File: src/rtl/chaser_ctrl_pkg.sv
// rtl/chaser_ctrl_pkg.sv - shared types and constants for the LED chaser control front end
package chaser_ctrl_pkg;

  typedef enum logic [1:0] {
    IDLE = 2'd0,
    PCHK = 2'd1,
    HELD = 2'd2,
    RCHK = 2'd3
  } db_state_t;

  localparam int SPEED_W      = 2;
  localparam int SPEED_LEVELS = 4;

  function automatic logic [SPEED_W-1:0] next_speed(input logic [SPEED_W-1:0] s);
    return (s == SPEED_W'(SPEED_LEVELS - 1)) ? '0 : s + 1'b1;
  endfunction

endpackage

File: src/rtl/btn_debounce.sv
// rtl/btn_debounce.sv - two-flop synchronizer plus press/release debounce FSM for one button
module btn_debounce
  import chaser_ctrl_pkg::*;
#(
  parameter int DEB_CNT = 500000
) (
  input  logic clk,
  input  logic rs,
  input  logic raw,
  output logic press
);

  localparam int CW = (DEB_CNT > 2) ? $clog2(DEB_CNT) : 1;
  localparam logic [CW-1:0] CNT_LAST = CW'(DEB_CNT - 1);

  logic      sync1, sync2;
  db_state_t state, state_nx;
  logic [CW-1:0] cnt, cnt_nx;

  always_ff @(posedge clk) begin
    if (rs) begin
      sync1 <= 1'b0;
      sync2 <= 1'b0;
      state <= IDLE;
      cnt   <= '0;
    end else begin
      sync1 <= raw;
      sync2 <= sync1;
      state <= state_nx;
      cnt   <= cnt_nx;
    end
  end

  // cnt counts cycles of stable level inside PCHK/RCHK; any glitch restarts the check
  always_comb begin
    state_nx = state;
    cnt_nx   = cnt;
    press    = 1'b0;
    case (state)
      IDLE: begin
        if (sync2) begin
          cnt_nx   = '0;
          state_nx = PCHK;
        end
      end
      PCHK: begin
        if (!sync2) begin
          state_nx = IDLE;
        end else if (cnt == CNT_LAST) begin
          press    = 1'b1;
          state_nx = HELD;
        end else begin
          cnt_nx = cnt + 1'b1;
        end
      end
      HELD: begin
        if (!sync2) begin
          cnt_nx   = '0;
          state_nx = RCHK;
        end
      end
      RCHK: begin
        if (sync2) begin
          state_nx = HELD;
        end else if (cnt == CNT_LAST) begin
          state_nx = IDLE;
        end else begin
          cnt_nx = cnt + 1'b1;
        end
      end
      default: state_nx = IDLE;
    endcase
  end

endmodule

File: src/rtl/chaser_ctrl_front.sv
// rtl/chaser_ctrl_front.sv - pause/speed control and step prescaler driving the LED chaser
// Optional single-step button enabled by defining STEP_BTN_EN.
module chaser_ctrl_front
  import chaser_ctrl_pkg::*;
#(
  parameter int DEB_CNT = 500000,
  parameter int DIV0    = 12500000
) (
  input  logic               clk,
  input  logic               rs,
  input  logic               btn_pause,
  input  logic               btn_speed,
`ifdef STEP_BTN_EN
  input  logic               btn_step,
`endif
  output logic               chaser_pause,
  output logic               step_en,
  output logic               paused,
  output logic [SPEED_W-1:0] speed
);

  localparam int PW = $clog2(DIV0);

  logic          pause_press, speed_press;
  logic [PW-1:0] cnt, lim_m1;
  logic          tick, step_fire;

  btn_debounce #(.DEB_CNT(DEB_CNT)) u_deb_pause (
    .clk(clk), .rs(rs), .raw(btn_pause), .press(pause_press)
  );

  btn_debounce #(.DEB_CNT(DEB_CNT)) u_deb_speed (
    .clk(clk), .rs(rs), .raw(btn_speed), .press(speed_press)
  );

  assign lim_m1 = PW'((DIV0 >> speed) - 1);

  // a speed change restarts the period, so a coincident tick is dropped
  assign tick = ~paused & (cnt == lim_m1) & ~speed_press;

`ifdef STEP_BTN_EN
  logic step_press;

  btn_debounce #(.DEB_CNT(DEB_CNT)) u_deb_step (
    .clk(clk), .rs(rs), .raw(btn_step), .press(step_press)
  );

  assign step_fire = tick | (step_press & paused);
`else
  assign step_fire = tick;
`endif

  always_ff @(posedge clk) begin
    if (rs) begin
      paused       <= 1'b0;
      speed        <= '0;
      cnt          <= '0;
      step_en      <= 1'b0;
      chaser_pause <= 1'b1;
    end else begin
      paused <= paused ^ pause_press;
      if (speed_press) begin
        speed <= next_speed(speed);
      end
      if (speed_press) begin
        cnt <= '0;
      end else if (!paused) begin
        cnt <= (cnt == lim_m1) ? '0 : cnt + 1'b1;
      end
      step_en      <= step_fire;
      chaser_pause <= ~step_fire;
    end
  end

endmodule
File: config.mk
export PLATFORM = sky130hd
export DESIGN_NAME = chaser_ctrl_front
export DESIGN_NICKNAME = d
export VERILOG_FILES = /design/src/rtl/chaser_ctrl_pkg.sv /design/src/rtl/btn_debounce.sv /design/src/rtl/chaser_ctrl_front.sv
export SDC_FILE = /design/constraint.sdc
export NUM_CORES = 1
export LEC_CHECK = 0
export CAP_MARGIN = 30
export CORE_ASPECT_RATIO = 1.5
export CORE_MARGIN = 2
export CORE_UTILIZATION = 52
export DETAILED_ROUTE_END_ITERATION = 16
export PLACE_DENSITY = 0.69
export SKIP_CTS_REPAIR_TIMING = 1
export SLEW_MARGIN = 15
export SYNTH_ARGS = -nofsm -noshare
export SYNTH_HDL_FRONTEND = slang
export SYNTH_SLANG_ARGS = --single-unit
export TNS_END_PERCENT = 1
File: constraint.sdc
create_clock -name clk -period 4.2 [get_ports clk]
set_input_delay 0.84 -clock clk [delete_from_list [all_inputs] [get_ports clk]]
set_output_delay 0.84 -clock clk [all_outputs]
set_load 0.02 [all_outputs]
==> results of run 1 <==
## per-stage QoR
step	util [%]	hold WS (ns)
global placement	55.75	0.4206
finish	59.12	0.4408
floorplan	-	0.4138
detailed placement	55.75	0.4234
CTS	59.05	0.4408
global route	59.12	0.4716
## area by class of cell
cell class,instances,area [µm²]
clock inverter,6,115.1
timing repair buffer,12,107.6
sequential,75,1501
inverter,13,48.80
fill,686,2954
tap,100,125.1
multi-input combinational,352,2251
clock buffer,9,123.9
## power breakdown
group / total, µW / internal (µW) / switching, µW
clock: 668 / 393 / 275
combinational: 36.9 / 12.8 / 24.1
sequential: 721 / 716 / 5.63
## how the worst min path moves through the flow
stage / from / endpoint / slack [ns] / depth (start not counted)
floorplan: u_deb_pause.sync1$_SDFF_PP0_ / u_deb_pause.sync2$_SDFF_PP0_ / 0.41 / 1
global placement: u_deb_speed.sync1$_SDFF_PP0_ / u_deb_speed.sync2$_SDFF_PP0_ / 0.42 / 1
detailed placement: u_deb_speed.sync1$_SDFF_PP0_ / u_deb_speed.sync2$_SDFF_PP0_ / 0.42 / 1
CTS: u_deb_speed.sync1$_SDFF_PP0_ / u_deb_speed.sync2$_SDFF_PP0_ / 0.44 / 1
global route: u_deb_speed.sync1$_SDFF_PP0_ / u_deb_speed.sync2$_SDFF_PP0_ / 0.47 / 1
finish: u_deb_speed.sync1$_SDFF_PP0_ / u_deb_speed.sync2$_SDFF_PP0_ / 0.44 / 1
## layer usage
| metal | global-route usage (%) | share of wire (%) | vias to the layer above |
|---|---|---|---|
| met5 | 0 | 0 | - |
| met4 | 13.39 | 3.7 | 0 |
| met3 | 3.483 | 1.9 | 17 |
| met2 | 40.08 | 52 | 45 |
| met1 | 23.40 | 42 | 1507 |
| li1 | - | - | 1668 |
## flip-flops by register name, indices dropped and copies added (netlist names), named ones only
signal / count
u_deb_pause.cnt: 19
u_deb_speed.cnt: 19
u_deb_pause.state: 1
u_deb_pause.sync2: 1
chaser_pause: 1
u_deb_speed.sync2: 1
speed: 2
step_en: 1
cnt: 24
u_deb_pause.sync1: 1
u_deb_speed.state: 1
u_deb_speed.sync1: 1
paused: 1
## logic make-up after synthesis
family / count (synthesis)
AO/OA/AOI/OAI: 69
XOR/XNOR: 49
AND/OR/NAND/NOR: 218
adder cells (fa/ha/maj): 13
flip-flops: 75
buffers and inverters: 30
multiplexers: 3
## cells in the final DEF, fill, tap and decap left out, types with 3 or more instances in the layout
cell              n
dfxtp_1          75
nor2_1           36
nand2_1          33
nor3_1           31
nand3_1          28
xor2_1           27
xnor2_1          22
a21oi_1          20
nand4_1          19
inv_1            13
or3_1            13
ha_1             13
o21ai_0          10
o21ai_1           9
clkbuf_8          9
and3_1            8
clkdlybuf4s50_1   8
nor4_1            6
nor2b_1           6
or4_1             6
and4_1            5
nand4b_1          4
nand2b_1          4
a211oi_1          4
a31oi_1           4
and2_1            3
mux2i_1           3
o31ai_1           3
o211ai_1          3
o2111ai_1         3
nand3b_1          3
bufinv_16         3
buf_4             3
==> impl_metrics.yaml, run 1 <==
sta:
  maxSlewHeadroom_pct: 39.54
  tns_ns: 0
  finalWorstSetupSlack_ns: 1.298
  worstMarginPinSlew_ns: 0.9015
  period_share_pct: 69.09
  setup_violations: 0
  hold_violations: 0
  fmax_mhz: 344.6
  fin_skew_ns: 0.007225
  rsz0062_at_grt: "no"
  drv_slew: 0
  final.min_clock_period_ns: 2.902
pwr:
  ir_drop_uv: 174.2
  finalPower_uw: 1426
  p_leak_uw: 0.001400
  power.density_nw_per_um2: 333.7
drt:
  wl_um: 8210
  ant_nets: 0
  wl_per_cell_um: 14.48
  drt_iter0_markers: 163
  viasPerCell: 5.709
  dr_total_vias: 3237
  drt-pass1-iter-count: 6
  route.detailed.drc: 0
synth:
  ys_ff_latch: 75
  synthMostInstantiatedCell: "dfxtp_1"
  syn_inst: 457
  synth-adder-area-share_pct: 4.192
  synth_commonest_cells: "75 x dfxtp_1, 36 x nor2_1, 33 x nand2_1, 31 x nor3_1, 28 x nand3_1"
  synth_async_sr_flop_share_pct: 0
  netlist_area_um2: 3880
  synth_ff_type: "dfxtp_1"
  synthMuxAreaShare_pct: 0.7739
  synth_top_family_by_area: "simple AND/OR/NAND/NOR gates"
  ys_top_cells_by_area: "dfxtp_1 39%, xor2_1 6.1%, xnor2_1 5.0%"
  yosys.area.top_type: "dfxtp_1"
  yosys_warnings: 0
  synth_compound_area_share_pct: 11.35
  netlist.area_leader.share_pct: 38.70
  syn_avg_cell_area_um2: 8.490
  synth-xor-area-share_pct: 11.06
  syn-num-nets: 474
  synth-simple-area-share_pct: 30.47
  synth_edf_count: 0
  ys_seq_area_share_pct: 38.70
  synth.distinct_cells: 52
setup_path:
  crit_start: "u_deb_speed.cnt[5]$_SDFFE_PP0P_"
  critical_path_arrival_ns: 3.14
  crit_chain: "or4b_2 -> or4_4 -> o21bai_2 -> buf_4 -> nor3_1"
  critPathSlowestCell: "or4b_2"
  crit_family: "simple AND/OR/NAND/NOR gates"
  start_kind: "flip-flop"
  cpPeakStageDelay_ns: 0.73
  critPathCaptureType: "flip-flop"
  critPathKind: "reg -> reg"
  path_max_fanout: 18
  r2r_setup_slack_ns: 1.30
  r2r-end: "cnt[16]$_SDFFE_PP0N_"
  reg2reg_depth: 5
  cp.depth: 5
  path_buf_inv: 1
  r2r-start: "u_deb_speed.cnt[5]$_SDFFE_PP0P_"
  crit_end: "cnt[16]$_SDFFE_PP0N_"
  critPathRequiredTime_ns: 4.44
global_routing:
  grt_pass1_wl_um: 14080
  grt_usage_pct: 22.18
  first_global_vias: 3157
  overflow: 0
  grt_max_degree: 24
  antenna_found_initial: 0
floorplanning:
  rows: 38
  core_um2: 7227
  dieArea_um2: 8183
  fp.dieW_um: 74.53
  start_util_pct: 53.69
  ios: 9
  die_h_um: 109.8
clock_tree:
  cts_root_buffer: "clkbuf_8"
  clkTransAtPathRegs_ns: 0.08
  cts_tree: "yes"
  cts_buffers: 9
  h-tree-depth: 3
  insertion_delay_ns: 0.36
  cts_buffer_depth: 2
  cts.sinks: 75
hold_path:
  hold_path.class: "reg -> reg"
placement:
  io_buffers: 8
  gp_congestion: 0.9186
  dp.cells: 551
  place_area_um2: 4029
  pre_cts_ws_ns: 1.301
  place_hpwl_um: 5923
status:
  outcome: "completed"
layout:
  layout.nets: 480
  fin_area_um2: 4273
  drive_above_1_share_pct: 5.782
  final_cell_count_no_fill: 567
  num_antenna_cells: 0
  area_growth_pct: 10.13
run:
  maxCapViolCount: 0
Note: power is estimated with default switching activity, not from simulation.
==> run 2, diff against run 1 <==
- PLACE_DENSITY: 0.69 -> 0.71
- clock period: 4.2 -> 2.6 ns (I/O delays scaled with it)
==> run 2 against run 1 <==
Compared with the run above: setup slack got worse by 1.2 ns; wire length grew 4.0%; count of clock-buffer cells in the layout up 1; cell count is 1.8% higher; non-clock buffer count increased by 9; die area unchanged; fmax up 18%; hold slack improved by 0.0051 ns; first-iteration DRC count is 23% lower; critical endpoint is now cnt[15]$_SDFFE_PP0N_; largest power group unchanged; highest routed layer unchanged.
==> impl_metrics.yaml, run 2 (synthesis results as in run 1) <==
setup_path:
  crit_chain: "inv_1 -> ha_2 -> buf_4 -> or4b_4 -> nor4_4 -> o2111ai_2 -> nor4_4 -> buf_4 -> nor3_1"
  critPathSlowestCell: "or4b_4"
  critPathCaptureType: "flip-flop"
  critPathKind: "reg -> reg"
  start_kind: "flip-flop"
  path_max_fanout: 6
  critical_path_arrival_ns: 2.71
  critPathRequiredTime_ns: 2.85
  cpPeakStageDelay_ns: 0.53
sta:
  worstMarginPinSlew_ns: 0.6283
  fin_skew_ns: 0.007884
  finalWorstSetupSlack_ns: 0.1369
  setup_violations: 0
  drv_slew: 0
  tns_ns: 0
  fmax_mhz: 406.0
  maxSlewHeadroom_pct: 58.03
  rsz0062_at_grt: "no"
  hold_violations: 0
  period_share_pct: 94.73
  final.min_clock_period_ns: 2.463
global_routing:
  grt_usage_pct: 22.35
  first_global_vias: 3120
  grt_max_degree: 26
  grt_pass1_wl_um: 14050
  overflow: 0
  antenna_found_initial: 0
layout:
  layout_commonest_cell: "dfxtp_1"
  largest_reg_flops: 24
  layout.nets: 489
  fill_cells: 687
  drive_above_1_share_pct: 9.434
  final_cell_count_no_fill: 577
  largest-register: "cnt"
  top_regs: "cnt: 24 flops, u_deb_pause.cnt: 19 flops, u_deb_speed.cnt: 19 flops"
  fin_area_um2: 4355
  layout_common_cells: "73 x dfxtp_1, 36 x nor2_1, 33 x nand2_1"
  area_growth_pct: 12.25
  num_antenna_cells: 0
placement:
  io_buffers: 8
  place_hpwl_um: 6186
  place_area_um2: 4140
  dp.cells: 561
  gp_congestion: 0.8680
  pre_cts_ws_ns: 0.04335
pwr:
  power_frac_seq_pct: 57.5
  finalPower_uw: 2026
  power.density_nw_per_um2: 465.3
  clkPwrFrac_pct: 39.3
  p_leak_uw: 0.001427
  p_comb_share_pct: 3.2
  p_int_uw: 1526
  switching_share_pct: 24.69
  power_switching_uw: 500.4
  ir_drop_uv: 279.8
clock_tree:
  cts_buffer_depth: 2
  cts.sinks: 75
  clkTransAtPathRegs_ns: 0.08
  insertion_delay_ns: 0.36
  cts_tree: "yes"
  cts_buffers: 9
  h-tree-depth: 3
  cts_root_buffer: "clkbuf_8"
drt:
  drt_iter0_markers: 126
  wl_per_cell_um: 14.80
  dr_total_vias: 3378
  route.detailed.drc: 0
  ant_nets: 0
  drt-pass1-iter-count: 4
  wl_um: 8538
  viasPerCell: 5.854
floorplanning:
  fp.dieW_um: 74.53
  die_h_um: 109.8
  dieArea_um2: 8183
  rows: 38
  start_util_pct: 53.69
  ios: 9
  core_um2: 7227
hold_path:
  hold_path.class: "reg -> reg"
run:
  maxCapViolCount: 0
status:
  outcome: "completed"
## run 2: cell count changes in the layout (fill, tap and decap cells not counted), sizes merged
cell,before,now
clkbuf,9,10
inv,13,14
bufinv,3,0
clkinvlp,1,3
buf,4,13
## run 2: worst paths after layout
| kind | startpoint | end | slack [ns] | cells past startpoint |
|---|---|---|---|---|
| worst max-delay path | speed[0]$_SDFFE_PP0P_ | cnt[15]$_SDFFE_PP0N_ | 0.14 | 9 |
| worst min-delay path | u_deb_speed.sync1$_SDFF_PP0_ | u_deb_speed.sync2$_SDFF_PP0_ | 0.45 | 1 |
| worst max register to register | speed[0]$_SDFFE_PP0P_ | cnt[15]$_SDFFE_PP0N_ | 0.14 | 9 |
| worst min register to register | u_deb_speed.sync1$_SDFF_PP0_ | u_deb_speed.sync2$_SDFF_PP0_ | 0.45 | 1 |
## run 2: layer usage
layer / up-vias / wire length, µm / GRT usage, %
met3: 23 / 242 / 4.125
met4: 0 / 283 / 11.86
met1: 1604 / 3575 / 24.72
li1: 1691 / - / -
met5: - / 0 / 0
met2: 60 / 4437 / 39.51
## run 2: cell type report
class / count / area (µm²) / area share (%)
Clock inverter: 6 / 41.29 / 0.9480
Tap cell: 100 / 125.1 / 2.873
Inverter: 13 / 48.80 / 1.120
Timing Repair Buffer: 21 / 202.7 / 4.654
Multi-Input combinational cell: 352 / 2306 / 52.94
Sequential cell: 75 / 1504 / 34.53
Clock buffer: 10 / 127.6 / 2.930
## run 2: worst max-delay path, delay by kind of cell, from the launching register on
kind            cells  cell delay (ns)
simple gates        4             1.11
buf+inv             3             0.46
flops               1             0.36
fa+ha+maj           1             0.22
compound gates      1             0.20
## run 2: stage by stage
stage,hold slack [ns],util (%)
3_5_place_dp,0.4308,57.29
5_1_grt,0.4654,60.27
4_1_cts,0.4503,59.63
3_3_place_gp,0.4259,57.29
6_report,0.4460,60.27
2_1_floorplan,0.4138,-
## run 2: power by group through the flow
stage / clock network (µW) / registers (µW) / logic (µW)
after floorplan: 0 / 1190 / 44.7
after global placement: 0 / 1190 / 63.7
after detailed placement: 0 / 1190 / 65.0
after CTS: 813 / 1160 / 65.3
after global routing: 864 / 1170 / 72.8
final: 797 / 1160 / 64.9
==> run 3, diff against run 2 <==
- CTS_BUF_LIST: not set -> sky130_fd_sc_hd__clkbuf_4 sky130_fd_sc_hd__clkbuf_8 sky130_fd_sc_hd__clkbuf_16
==> run 3 against run 2 <==
Compared with the run above: sequential share of layout area is essentially flat; count of clock-buffer cells in the layout is the same; clock skew shrank 0.0011 ns; critical path depth is the same; wire length is essentially flat; largest cell class unchanged; die area is the same; global-route usage is the same; cell count is the same; critical path type unchanged.
==> impl_metrics.yaml, run 3 (synthesis results as in run 1) <==
setup_path:
  crit_family: "simple AND/OR/NAND/NOR gates"
  path_max_fanout: 6
  path_buf_inv: 3
  critPathSlowestCell: "or4b_4"
  critPathKind: "reg -> reg"
  critPathCaptureType: "flip-flop"
  start_kind: "flip-flop"
  cpPeakStageDelay_ns: 0.53
  critical_path_arrival_ns: 2.71
  critPathRequiredTime_ns: 2.85
  crit_chain: "inv_1 -> ha_2 -> buf_4 -> or4b_4 -> nor4_4 -> o2111ai_2 -> nor4_4 -> buf_4 -> nor3_1"
placement:
  place_hpwl_um: 6186
  gp_congestion: 0.8680
  io_buffers: 8
pwr:
  power_switching_uw: 499.5
  p_leak_uw: 0.001430
  p_int_uw: 1537
  power.density_nw_per_um2: 467.1
  switching_share_pct: 24.53
  clkPwrFrac_pct: 39.6
  ir_drop_uv: 281.8
  power_frac_seq_pct: 57.2
  p_comb_share_pct: 3.2
  finalPower_uw: 2036
global_routing:
  grt_usage_pct: 22.35
  overflow: 0
  first_global_vias: 3120
  grt_pass1_wl_um: 14050
  grt_max_degree: 26
  antenna_found_initial: 0
clock_tree:
  cts.sinks: 75
  cts_tree: "yes"
  h-tree-depth: 3
  insertion_delay_ns: 0.36
  clkTransAtPathRegs_ns: 0.08
  cts_root_buffer: "clkbuf_8"
  cts_buffer_depth: 2
  cts_buffers: 9
floorplanning:
  die_h_um: 109.8
  core_um2: 7227
  rows: 38
  dieArea_um2: 8183
  ios: 9
  start_util_pct: 53.69
  fp.dieW_um: 74.53
drt:
  wl_per_cell_um: 14.80
  ant_nets: 0
  wl_um: 8537
  drt_iter0_markers: 129
  route.detailed.drc: 0
  viasPerCell: 5.853
  dr_total_vias: 3377
  drt-pass1-iter-count: 4
sta:
  rsz0062_at_grt: "no"
  hold_violations: 0
  worstMarginPinSlew_ns: 0.6283
  fmax_mhz: 406.0
  drv_slew: 0
  fin_skew_ns: 0.006770
  period_share_pct: 94.73
  setup_violations: 0
  tns_ns: 0
  final.min_clock_period_ns: 2.463
  maxSlewHeadroom_pct: 58.03
layout:
  drive_above_1_share_pct: 9.644
  fill_cells: 687
  area_growth_pct: 12.35
  fin_util_pct: 60.32
  largest-register: "cnt"
  layout_commonest_cell: "dfxtp_1"
  num_antenna_cells: 0
  layout_common_cells: "73 x dfxtp_1, 36 x nor2_1, 33 x nand2_1"
  top_regs: "cnt: 24 flops, u_deb_pause.cnt: 19 flops, u_deb_speed.cnt: 19 flops"
  largest_reg_flops: 24
  layout.nets: 489
status:
  outcome: "completed"
hold_path:
  hold_path.class: "reg -> reg"
run:
  maxCapViolCount: 0
==> run 3: final timing paths <==
| path | to | startpoint | slack [ns] | depth (start not counted) |
|---|---|---|---|---|
| max | cnt[15]$_SDFFE_PP0N_ | speed[0]$_SDFFE_PP0P_ | 0.14 | 9 |
| min | u_deb_speed.sync2$_SDFF_PP0_ | u_deb_speed.sync1$_SDFF_PP0_ | 0.45 | 1 |
| max reg2reg | cnt[15]$_SDFFE_PP0N_ | speed[0]$_SDFFE_PP0P_ | 0.14 | 9 |
| min reg2reg | u_deb_speed.sync2$_SDFF_PP0_ | u_deb_speed.sync1$_SDFF_PP0_ | 0.45 | 1 |
==> run 3: layout make-up <==
type                            instances  area (µm²)  share of cell area [%]
Multi-Input combinational cell        352        2306                   52.90
Sequential cell                        75        1504                   34.50
Inverter                               13       48.80                   1.119
Timing Repair Buffer                   21       202.7                   4.650
Clock buffer                           10       131.4                   3.014
Clock inverter                          6       41.29                  0.9472
Tap cell                              100       125.1                   2.870
==> run 3: metrics by stage <==
stage	cell area, µm²	cells	hold WS, ns	setup WS (ns)
2_1_floorplan	3889	457	0.4138	0.006868
3_3_place_gp	4140	561	0.4259	0.1599
3_5_place_dp	4140	561	0.4308	0.04335
4_1_cts	4313	577	0.4503	0.01660
5_1_grt	4359	577	0.4654	0.004169
6_report	4359	577	0.4460	0.1369
==> run 3: layer usage <==
layer | vias to the layer above | global-route usage, % | share of wire, %
met1 | 1610 | 24.72 | 42
met2 | 53 | 39.51 | 52
li1 | 1691 | - | -
met3 | 23 | 4.125 | 2.4
met4 | 0 | 11.86 | 3.3
met5 | - | 0 | 0
==> run 3: power by group through the flow <==
stage / logic, µW / clock network (µW) / registers (µW)
final: 65.0 / 806 / 1160
after global routing: 72.8 / 875 / 1170
after CTS: 65.3 / 823 / 1160
after detailed placement: 65.0 / 0 / 1190
after global placement: 63.7 / 0 / 1190
after floorplan: 44.7 / 0 / 1190
